===== src/rtl/matrix_store.sv =====
`default_nettype none
// ============================================================================
// Module   : matrix_store
// Purpose  : Slot-based matrix register file. Four slots, each holding up to
//            MAX_DIM x MAX_DIM elements of DATA_W bits plus its dimensions
//            and a valid flag. Provides an element-write port, a dimension-
//            write port, one registered read port (latency 1), and a
//            sequenced per-slot clear that zeroes one element per cycle.
// Ports    :
//   clk, rst_n                       clock, asynchronous active-low reset
//   wr_slot/wr_row/wr_col/wr_data/wr_we   element write
//   dim_slot/dim_m/dim_n/dim_we           dimension write
//   rd_en/rd_slot/rd_row/rd_col           read request
//   rd_data/rd_valid/rd_dim_m/rd_dim_n    read result (one cycle later)
//   slot_valid                            per-slot "holds legal dims" flags
//   clr_start/clr_slot                    clear request
//   clr_busy/clr_done                     clear sweep status
//   err_wr                                rejected-write pulse
// Revision : 1.0  initial release
// ============================================================================
module matrix_store #(
    parameter int DATA_W  = 16,
    parameter int MAX_DIM = 5
) (
    input  logic              clk,
    input  logic              rst_n,
    input  logic [1:0]        wr_slot,
    input  logic [2:0]        wr_row,
    input  logic [2:0]        wr_col,
    input  logic [DATA_W-1:0] wr_data,
    input  logic              wr_we,
    input  logic [1:0]        dim_slot,
    input  logic [2:0]        dim_m,
    input  logic [2:0]        dim_n,
    input  logic              dim_we,
    input  logic              rd_en,
    input  logic [1:0]        rd_slot,
    input  logic [2:0]        rd_row,
    input  logic [2:0]        rd_col,
    output logic [DATA_W-1:0] rd_data,
    output logic              rd_valid,
    output logic [2:0]        rd_dim_m,
    output logic [2:0]        rd_dim_n,
    output logic [3:0]        slot_valid,
    input  logic              clr_start,
    input  logic [1:0]        clr_slot,
    output logic              clr_busy,
    output logic              clr_done,
    output logic              err_wr
);

    localparam int          c_DEPTH   = MAX_DIM * MAX_DIM;
    localparam int          c_IDX_W   = (c_DEPTH > 1) ? $clog2(c_DEPTH) : 1;
    localparam logic [2:0]  c_MAX_DIM = 3'(MAX_DIM);
    localparam logic [c_IDX_W-1:0] c_LAST_IDX = c_IDX_W'(c_DEPTH - 1);

    typedef enum logic [0:0] {
        S_IDLE  = 1'b0,
        S_CLEAR = 1'b1
    } state_t;

    // ------------------------------------------------------------------------
    // Storage
    // ------------------------------------------------------------------------
    logic [DATA_W-1:0]  r_mem [4][c_DEPTH];
    logic [2:0]         r_dim_m [4];
    logic [2:0]         r_dim_n [4];
    logic [3:0]         r_slot_valid;

    // Clear sequencer
    state_t             r_state;
    state_t             w_state_nxt;
    logic [1:0]         r_clr_slot;
    logic [c_IDX_W-1:0] r_idx;
    logic               r_clr_done;
    logic               w_clr_go;
    logic               w_sweep;
    logic               w_last;

    // Read port registers
    logic [DATA_W-1:0]  r_rd_data;
    logic               r_rd_valid;
    logic [2:0]         r_rd_dim_m;
    logic [2:0]         r_rd_dim_n;
    logic               r_err_wr;

    // ------------------------------------------------------------------------
    // Write qualification. All checks look at the dims registered before the
    // current edge, so a same-cycle dim write cannot widen an element write.
    // ------------------------------------------------------------------------
    logic               w_busy;
    logic               w_dim_legal;
    logic               w_dim_ok;
    logic               w_dim_rej;
    logic               w_wr_in_range;
    logic               w_wr_ok;
    logic               w_wr_rej;
    logic [c_IDX_W-1:0] w_wr_idx;
    logic               w_rd_in_range;
    logic [c_IDX_W-1:0] w_rd_idx;

    assign w_busy      = (r_state == S_CLEAR);

    assign w_dim_legal = (dim_m != 3'd0) && (dim_m <= c_MAX_DIM) &&
                         (dim_n != 3'd0) && (dim_n <= c_MAX_DIM);
    assign w_dim_ok    = dim_we && w_dim_legal &&
                         !(w_busy && (dim_slot == r_clr_slot));
    assign w_dim_rej   = dim_we && !w_dim_ok;

    assign w_wr_in_range = r_slot_valid[wr_slot] &&
                           (wr_row < r_dim_m[wr_slot]) &&
                           (wr_col < r_dim_n[wr_slot]);
    assign w_wr_ok     = wr_we && w_wr_in_range &&
                         !(w_busy && (wr_slot == r_clr_slot));
    assign w_wr_rej    = wr_we && !w_wr_ok;

    // Index is only meaningful when the range check passes, where it is
    // always below c_DEPTH.
    assign w_wr_idx = c_IDX_W'(int'(wr_row) * MAX_DIM + int'(wr_col));
    assign w_rd_idx = c_IDX_W'(int'(rd_row) * MAX_DIM + int'(rd_col));

    assign w_rd_in_range = r_slot_valid[rd_slot] &&
                           (rd_row < r_dim_m[rd_slot]) &&
                           (rd_col < r_dim_n[rd_slot]);

    // ------------------------------------------------------------------------
    // Clear FSM
    // ------------------------------------------------------------------------
    always_ff @(posedge clk or negedge rst_n) begin
        if (!rst_n) begin
            r_state <= S_IDLE;
        end else begin
            r_state <= w_state_nxt;
        end
    end

    always_comb begin
        w_state_nxt = r_state;
        w_clr_go    = 1'b0;
        w_sweep     = 1'b0;
        w_last      = 1'b0;
        case (r_state)
            S_IDLE: begin
                if (clr_start) begin
                    w_clr_go    = 1'b1;
                    w_state_nxt = S_CLEAR;
                end
            end
            S_CLEAR: begin
                w_sweep = 1'b1;
                if (r_idx == c_LAST_IDX) begin
                    w_last      = 1'b1;
                    w_state_nxt = S_IDLE;
                end
            end
            default: w_state_nxt = S_IDLE;
        endcase
    end

    always_ff @(posedge clk or negedge rst_n) begin
        if (!rst_n) begin
            r_clr_slot <= 2'd0;
            r_idx      <= '0;
            r_clr_done <= 1'b0;
        end else begin
            r_clr_done <= w_sweep && w_last;
            if (w_clr_go) begin
                r_clr_slot <= clr_slot;
                r_idx      <= '0;
            end else if (w_sweep) begin
                r_idx      <= r_idx + c_IDX_W'(1);
            end
        end
    end

    // ------------------------------------------------------------------------
    // Element and dimension storage
    // ------------------------------------------------------------------------
    always_ff @(posedge clk or negedge rst_n) begin
        if (!rst_n) begin
            for (int k = 0; k < 4; k++) begin
                for (int e = 0; e < c_DEPTH; e++) begin
                    r_mem[k][e] <= '0;
                end
                r_dim_m[k] <= 3'd0;
                r_dim_n[k] <= 3'd0;
            end
            r_slot_valid <= 4'b0000;
        end else begin
            // Element writes to the slot being swept are rejected above, so
            // these two writes never target the same location.
            if (w_wr_ok) begin
                r_mem[wr_slot][w_wr_idx] <= wr_data;
            end
            if (w_sweep) begin
                r_mem[r_clr_slot][r_idx] <= '0;
            end
            if (w_dim_ok) begin
                r_dim_m[dim_slot]      <= dim_m;
                r_dim_n[dim_slot]      <= dim_n;
                r_slot_valid[dim_slot] <= 1'b1;
            end
            // Starting a clear invalidates the slot immediately; placed last
            // so it overrides a same-cycle dimension write to that slot.
            if (w_clr_go) begin
                r_dim_m[clr_slot]      <= 3'd0;
                r_dim_n[clr_slot]      <= 3'd0;
                r_slot_valid[clr_slot] <= 1'b0;
            end
        end
    end

    // ------------------------------------------------------------------------
    // Read port and error pulse. Reads sample storage before this edge's
    // writes, giving read-before-write on address collisions.
    // ------------------------------------------------------------------------
    always_ff @(posedge clk or negedge rst_n) begin
        if (!rst_n) begin
            r_rd_data  <= '0;
            r_rd_valid <= 1'b0;
            r_rd_dim_m <= 3'd0;
            r_rd_dim_n <= 3'd0;
            r_err_wr   <= 1'b0;
        end else begin
            r_rd_valid <= rd_en;
            r_err_wr   <= w_dim_rej || w_wr_rej;
            if (rd_en) begin
                r_rd_dim_m <= r_dim_m[rd_slot];
                r_rd_dim_n <= r_dim_n[rd_slot];
                if (w_rd_in_range) begin
                    r_rd_data <= r_mem[rd_slot][w_rd_idx];
                end else begin
                    r_rd_data <= '0;
                end
            end
        end
    end

    assign rd_data    = r_rd_data;
    assign rd_valid   = r_rd_valid;
    assign rd_dim_m   = r_rd_dim_m;
    assign rd_dim_n   = r_rd_dim_n;
    assign slot_valid = r_slot_valid;
    assign clr_busy   = w_busy;
    assign clr_done   = r_clr_done;
    assign err_wr     = r_err_wr;

endmodule
`default_nettype wire


===== config.mk =====
export PLATFORM = sky130hd
export DESIGN_NAME = matrix_store
export DESIGN_NICKNAME = d
export VERILOG_FILES = /design/src/rtl/matrix_store.sv
export SDC_FILE = /design/constraint.sdc
export NUM_CORES = 2
export LEC_CHECK = 0
export CORE_UTILIZATION = 40
export CTS_BUF_LIST = sky130_fd_sc_hd__clkbuf_4
export CTS_CLUSTER_DIAMETER = 60
export DETAILED_ROUTE_END_ITERATION = 8
export DONT_BUFFER_PORTS = 1
export PLACE_DENSITY = 0.54
export SYNTH_ARGS = -nofsm -noshare
export SYNTH_HDL_FRONTEND = slang
export SYNTH_SLANG_ARGS = --single-unit

===== constraint.sdc =====
create_clock -name clk -period 9.7 [get_ports clk]
set_input_delay 1.94 -clock clk [delete_from_list [all_inputs] [get_ports clk]]
set_output_delay 1.94 -clock clk [all_outputs]
set_load 0.01 [all_outputs]

# After elaboration in Yosys (flattened, before gate mapping)
# Index checks and enable logic that the tools add are counted.
dict set report totals {
  ff_bits 1661
  input_bits 48
  output_inout_bits 30
  wordCells 260
}
dict set report op_classes {
  n_addsub 3
  multipliers 2
  magnitude_cmp 26
  n_eq_ne 3
  mux 59
  bitwise 17
  reduce_logical 32
}
# op count
set ops {}
lappend ops {{$mux W1600} 2}
lappend ops {{$and A1600 B1600 Y1600} 1}
lappend ops {{$bwmux W1600} 1}
lappend ops {{$demux W400 S2} 2}
lappend ops {{$mux W400} 4}
lappend ops {{$not A1600 Y1600} 1}
lappend ops {{$bmux W400 S2} 1}
lappend ops {{$demux W16 S5} 2}
lappend ops {{$bmux W16 S5} 1}
lappend ops {{$mux W16} 5}
lappend ops {{$mux W12} 4}
lappend ops {{$mux W3} 10}
lappend ops {{$and A12 B12 Y12} 2}
lappend ops {{$bmux W3 S2} 4}
lappend ops {{$bwmux W12} 2}
lappend ops {{$logic_and A1 B1 Y1} 24}
lappend ops {{$ge A6 B6 Y1 const B} 3}
lappend ops {{$not A5 Y6} 3}
lappend ops {{$ge A3 B3 Y1 const B} 5}
lappend ops {{$not A2 Y3} 5}
lappend ops {{$demux W3 S2} 2}
lappend ops {{$lt A2 B3 Y1 const B} 4}
lappend ops {{$lt A3 B1 Y1 const B} 4}
lappend ops {{$lt A3 B3 Y1} 4}
lappend ops {{other kinds (23)} 46}

# Depth between registers and ports, before layout
dict set report depth {
  depth_word 13
  depth_mapped 14
  depth_no_buf 9
}

# Worst setup path after synthesis
# OpenSTA, ideal clock, no wires.
dict set report synth_timing {
  path_kind {input to register}
  from {input rd_slot[0]}
  to {register r_rd_data[4] (netlist: rd_data[4])}
  setup_time_ns 0.086
  arrival_time_ns 5.363
  required_time_ns 9.614
  setup_slack_ns 4.251
  cell_stages 13
  n_path_buf 6
  cell_sequence {buf_2 buf_2 buf_2 buf_2 buf_2 mux4_2 inv_1 ha_1 a21o_1 a221oi_1 clkbuf_1 o21ai_0 a32oi_1}
}
dict set report synth_between {
  elab_chain_len 8
  elab_cells_between_ends 20
}
# element line
set synth_rtl {}
lappend synth_rtl {{from (decl)} 37} ;# input logic [1:0] rd_slot,
lappend synth_rtl {{$not A2 Y3 (not written as such)} {123, 124, 231}}
lappend synth_rtl {{$bmux W400 S2 / $bmux W3 S2 (equally long branches)} {231, 123}}
lappend synth_rtl {{$mux W400 (not written as such) / $mux W3 (equally long branches) (2 in a row)} {231, 123}}
lappend synth_rtl {{$bmux W16 S5 / $lt A3 B3 Y1 (equally long branches)} {231, 123}}
lappend synth_rtl {{$mux W16 (not written as such) / $logic_and A1 B1 Y1 (equally long branches)} {231, 122}}
lappend synth_rtl {{$mux W16 (not written as such) / $logic_and A1 B1 Y1 (equally long branches)} {231, 123}}
lappend synth_rtl {{$mux W16 *} 230} ;# if (w_rd_in_range) begin
lappend synth_rtl {{to (signal assigned)} 231} ;# r_rd_data <= r_mem[rd_slot][w_rd_idx];
lappend synth_rtl {{to (decl)} 81} ;# logic [DATA_W-1:0] r_rd_data;
# Every way passes the cells marked *; elsewhere a longest branch is shown, timed or not. The select of a mux whose other input is x is not followed.
# A chain may end at the register's enable or synchronous reset.

# Final worst setup path
dict set report layout_timing {
  from {input wr_row[0]}
  to {register r_mem[1153] (netlist bit)}
}
dict set report layout_between {
  elab_chain_len 13
  elab_cells_between_ends 19
}
# element line
set layout_rtl {}
lappend layout_rtl {{from (decl)} 28} ;# input logic [2:0] wr_row,
lappend layout_rtl {{$mul A3 B3 Y5} 119} ;# assign w_wr_idx = c_IDX_W'(int'(wr_row) * MAX_DIM + int'(wr_col));
lappend layout_rtl {{$add A5 B3 Y5} 119}
lappend layout_rtl {{$not A5 Y6 (not written as such)} 193} ;# r_mem[wr_slot][w_wr_idx] <= wr_data;
lappend layout_rtl {{$ge A6 B6 Y1 (not written as such) / $lt A6 B1 Y1 (equally long branches)} 193}
lappend layout_rtl {{$logic_and A1 B1 Y1 (not written as such)} 193}
lappend layout_rtl {{$mux W16 (not written as such)} 193}
lappend layout_rtl {{$demux W16 S5} 193}
lappend layout_rtl {{$mux W400 (not written as such)} 193}
lappend layout_rtl {{$demux W400 S2} 193}
lappend layout_rtl {{$bwmux W1600} 193}
lappend layout_rtl {{$mux W1600 *} 192} ;# if (w_wr_ok) begin
lappend layout_rtl {{$and A1600 B1600 Y1600 (no source line)} --}
lappend layout_rtl {{$mux W1600 *} 195} ;# if (w_sweep) begin
lappend layout_rtl {{to (signal, indexed assignment)} 193}
lappend layout_rtl {{to (decl)} 65} ;# logic [DATA_W-1:0] r_mem [4][c_DEPTH];
# Every way passes the cells marked *; elsewhere a longest branch is shown, timed or not.

==> summary.log <==
INFO  min_path       holdPathStages=2
INFO  sta            finalWorstSetupSlack=4.82ns
INFO  floorplan      dieHeight=457µm
INFO  clock_tree     cts_post_setup_buffers_inserted=0
INFO  detailed_routing ant_nets=0
INFO  floorplan      die-area=209000µm²
INFO  yosys          synth_edf_count=0
INFO  status         violations=max-slew violations
INFO  yosys          post-synth-top-count-cell=sky130_fd_sc_hd__mux2i_1
INFO  detailed_routing post_drt_wl_per_cell=28.1µm
INFO  floorplan      dieWidth=457µm
INFO  sta            worst-slew-pin-transition=1.87ns
INFO  placement      dpl_cell_area=85100µm²
INFO  critical_path  cp_max_fo=31
INFO  grt            grt_pass1_vias=59200
INFO  cells_and_area nFillCells=19200
INFO  yosys          synthesis.instances=6976
INFO  sta            fmax=0.205GHz
INFO  clock_tree     clk-insertion-delay-late=1.49ns
INFO  floorplan      design.core.area=205000µm²
INFO  detailed_routing route.vias.total=57900
INFO  yosys          synth_nets=7054
INFO  yosys          part_of_the_yosys_area_used_for_sequential_elements=50.2%
INFO  run            maxCapViolations=0
INFO  yosys          synth_xor_xnor_area_share=0.213%
INFO  clock_tree     clkSinkCount=1661
INFO  floorplan      floorplan.initialDensity=40.3%
INFO  detailed_routing finalWirelength=283mm
INFO  grt            grt.overflow.total=0
INFO  cells_and_area layout_area_overhead=9.66%
INFO  cells_and_area share_of_final_layout_standard_cells_stronger_than_drive_strength_1=19.5%
INFO  yosys          ys_warn_count=0
INFO  sta            layout_min_cycle_time=4.88ns
INFO  yosys          yosys_register_bits=1661
INFO  critical_path  crit_path_cell_trace=ha_1 -> ha_1 -> ha_1 -> a21o_1 -> a21oi_2 -> xnor2_4 -> buf_4 -> buf_4 -> nand4_2 -> mux2i_1 -> nor2_1
INFO  yosys          largest_family_of_logic_cells_by_synthesized_area=multiplexers
INFO  clock_tree     post_cts_resized=0
INFO  cells_and_area final-instance-count-excl-fill=10100
INFO  yosys          synthArstFlopShare=100%
INFO  min_path       worst_hold_path_type=reg2reg
INFO  pwr            cellPowerDensity=185nW/µm²
INFO  critical_path  cp_slowest_stage_delay=0.92ns
INFO  yosys          synthMuxAreaShare=30.9%
INFO  grt            grt_first_pass_wirelength=419mm
INFO  critical_path  crit_arrival=6.17ns
INFO  yosys          ys_types=66
INFO  yosys          synth_largest_type_area_fraction=50.2%
INFO  pwr            leakage=48.0nW
INFO  sta            period_share=50.3%
INFO  clock_tree     cts-htree-levels=5
INFO  yosys          synthSimpleGateAreaFrac=11.8%
INFO  yosys          synth_top_cells_by_count=1726 x sky130_fd_sc_hd__mux2i_1, 1678 x sky130_fd_sc_hd__nor2_1, 1661 x sky130_fd_sc_hd__dfrtp_1, 359 x sky130_fd_sc_hd__mux4_2, 295 x sky130_fd_sc_hd__clkbuf_1
INFO  yosys          synth.largest_area_cell=sky130_fd_sc_hd__dfrtp_1
INFO  grt            grt_start_max_net_pins=433
INFO  clock_tree     cts.reportedPaths.clkPinSlew=0.06ns
INFO  detailed_routing drt_pre_antenna_iters=6
INFO  placement      io_buffer_count=0
INFO  placement      place_inst=9259
INFO  yosys          synth_top_cells_by_area=sky130_fd_sc_hd__dfrtp_1 50%, sky130_fd_sc_hd__mux2i_1 21%, sky130_fd_sc_hd__mux4_2 9.8%
INFO  clock_tree     tritoncts=done
INFO  critical_path  setup.worst_path.start_class=input pin
INFO  clock_tree     ctsHoldBuffers=0
INFO  critical_path  worst_path_most_repeated_cell=sky130_fd_sc_hd__ha_1
INFO  placement      place.detailed.hpwl=164mm
INFO  critical_path  worstRegToRegCells=11
INFO  cells_and_area register_area=41600µm²
INFO  sta            worst_slew_margin_rel=-24.4%
INFO  grt            antenna_violations_before_repair=10
INFO  detailed_routing drt_first_iter_violations=4895
INFO  sta            timing_hold_violations_final=0
INFO  sta            clock-skew-final=0.134ns
INFO  cells_and_area multiInputGateArea=38500µm²
INFO  sta            totalNegativeSetupSlack=0ns
INFO  sta            final-setup-viol-count=0
INFO  placement      dpl_worst_slack=3.42ns
INFO  critical_path  crit_slowest_cell=sky130_fd_sc_hd__nand4_2
INFO  yosys          ys.flop_type=sky130_fd_sc_hd__dfrtp_1
INFO  detailed_routing detail_route.vias_per_cell=5.75
INFO  yosys          syn-mean-instance-area=11.9µm²
INFO  critical_path  cp.required=11.00ns
INFO  floorplan      count_of_standard_cell_rows=166
INFO  cells_and_area design_area=90800µm²
INFO  critical_path  setup.worst_path.end_class=register
INFO  status         status=finished, violations left
INFO  yosys          synth-adder-area-share=0.472%
INFO  cells_and_area finish.net_count=7115
INFO  placement      gpl.final_weighted_congestion=0.890
INFO  detailed_routing drc_errors=0
INFO  yosys          synth_compound_gate_area_share=2.83%
INFO  floorplan      io_pins=78
INFO  yosys          post_synth_instance_area=82800µm²
INFO  clock_tree     cts_bufs_inserted=463
INFO  sta            rsz0062_at_grt=false
INFO  clock_tree     root_buffer=sky130_fd_sc_hd__clkbuf_4
INFO  pwr            irDropWorstVdd=0.000141V
INFO  critical_path  setup.worst_path.class=in2reg
INFO  clock_tree     cts_max_path_buffers=4
INFO  sta            timing_max_transition_violations_final=140
INFO  grt            global_route.usage.total=27.1%
[power by group]
| part | internal [mW] | switching, mW | total, mW |
|---|---|---|---|
| clock network | 3.24 | 3.05 | 6.29 |
| registers | 7.44 | 0.395 | 7.84 |
| logic | 0.879 | 1.80 | 2.68 |
| total | 11.6 | 5.24 | 16.8 |
[sequential cells by signal, summed over array words and instances (netlist names)]
register    cells
r_idx           5
rd_data        16
slot_valid      4
rd_valid        1
rd_dim_n        3
r_mem        1600
clr_busy        1
r_dim_m        12
clr_done        1
err_wr          1
rd_dim_m        3
r_clr_slot      2
r_dim_n        12
[worst paths after layout]
| kind | start | end | slack [ns] |
|---|---|---|---|
| max reg2reg | r_dim_n[8] | r_mem[1106] | 5.41 |
| min | r_mem[1238] | r_mem[1238] | 0.52 |
| max in group asynchronous | rst_n | r_mem[121] | 6.73 |
| max | wr_row[0] | r_mem[1153] | 4.82 |
| min reg2reg | r_mem[1238] | r_mem[1238] | 0.52 |
| min in group asynchronous | rst_n | rd_dim_m[1] | 0.56 |
[worst max-delay path: cells and delay by family]
kind | cells | cell delay (ns)
buffers and inverters | 2 | 1.17
and+or+nand+nor | 2 | 0.99
adders and majority gates | 3 | 0.87
AOI/OAI and AO/OA | 2 | 0.58
muxes | 1 | 0.40
xor gates and xnor gates | 1 | 0.16
[stage by stage]
stage          total power [mW]  util [%]  hold slack, ns
2_1_floorplan              9.54         -           0.481
3_3_place_gp               10.5      41.5           0.496
3_5_place_dp               10.6      41.5           0.504
4_1_cts                    16.9      44.2           0.399
5_1_grt                    17.5      44.2           0.468
6_report                   16.8      44.2           0.515
[cells by family after synthesis]
kind of cell / count (synthesis)
compound gates: 353
xor+xnor: 15
fa+ha+maj: 30
buf+inv: 619
flops: 1661
mux: 2099
simple gates: 2199
[area by class of cell]
cell class / instances / share of cell area, %
Tap cell: 2688 / 3.71
Sequential cell: 1661 / 45.8
Inverter: 20 / 0.0855
Timing Repair Buffer: 195 / 1.75
Clock inverter: 104 / 0.517
Multi-Input combinational cell: 4696 / 42.5
Antenna cell: 11 / 0.0303
Clock buffer: 684 / 5.66
[layout by cell type (no fill, tap or decap), drive strengths merged, types with 4 or more instances in the layout]
master   netlist  routed
o2bb2ai        7       7
nand2b         9       9
a31o           9       9
clkbuf       295     684
a221oi        11      11
dfrtp       1661    1661
a21o           8       8
a211oi        11      11
nand4         69      69
nor2b         25      25
nor4          51      51
buf          304     195
ha            28      28
a31oi          8       8
and2           9       9
o21ai         30      30
o221ai        12      12
xnor2          8       8
a22oi         87      87
mux2          10      10
diode          0      11
a311oi         4       4
or4            5       5
nand3b         6       6
nor2        1678    1678
nand2        261     261
xor2           7       7
clkinv         1     100
mux2i       1726    1726
o2111ai        6       6
inv           19      21
o211ai         6       6
a21oi        123     123
mux4         363     363
nor3          23      23
o22ai         17      17
nand3         48      48
[routing by layer]
metal  share of wire [%]  global-route usage (%)
met1                  43                    36.7
met2                  46                    41.8
met3                 6.9                    5.62
met4                 4.6                    12.4
met5               0.016                       0
Power figures use the tool's default switching activity.
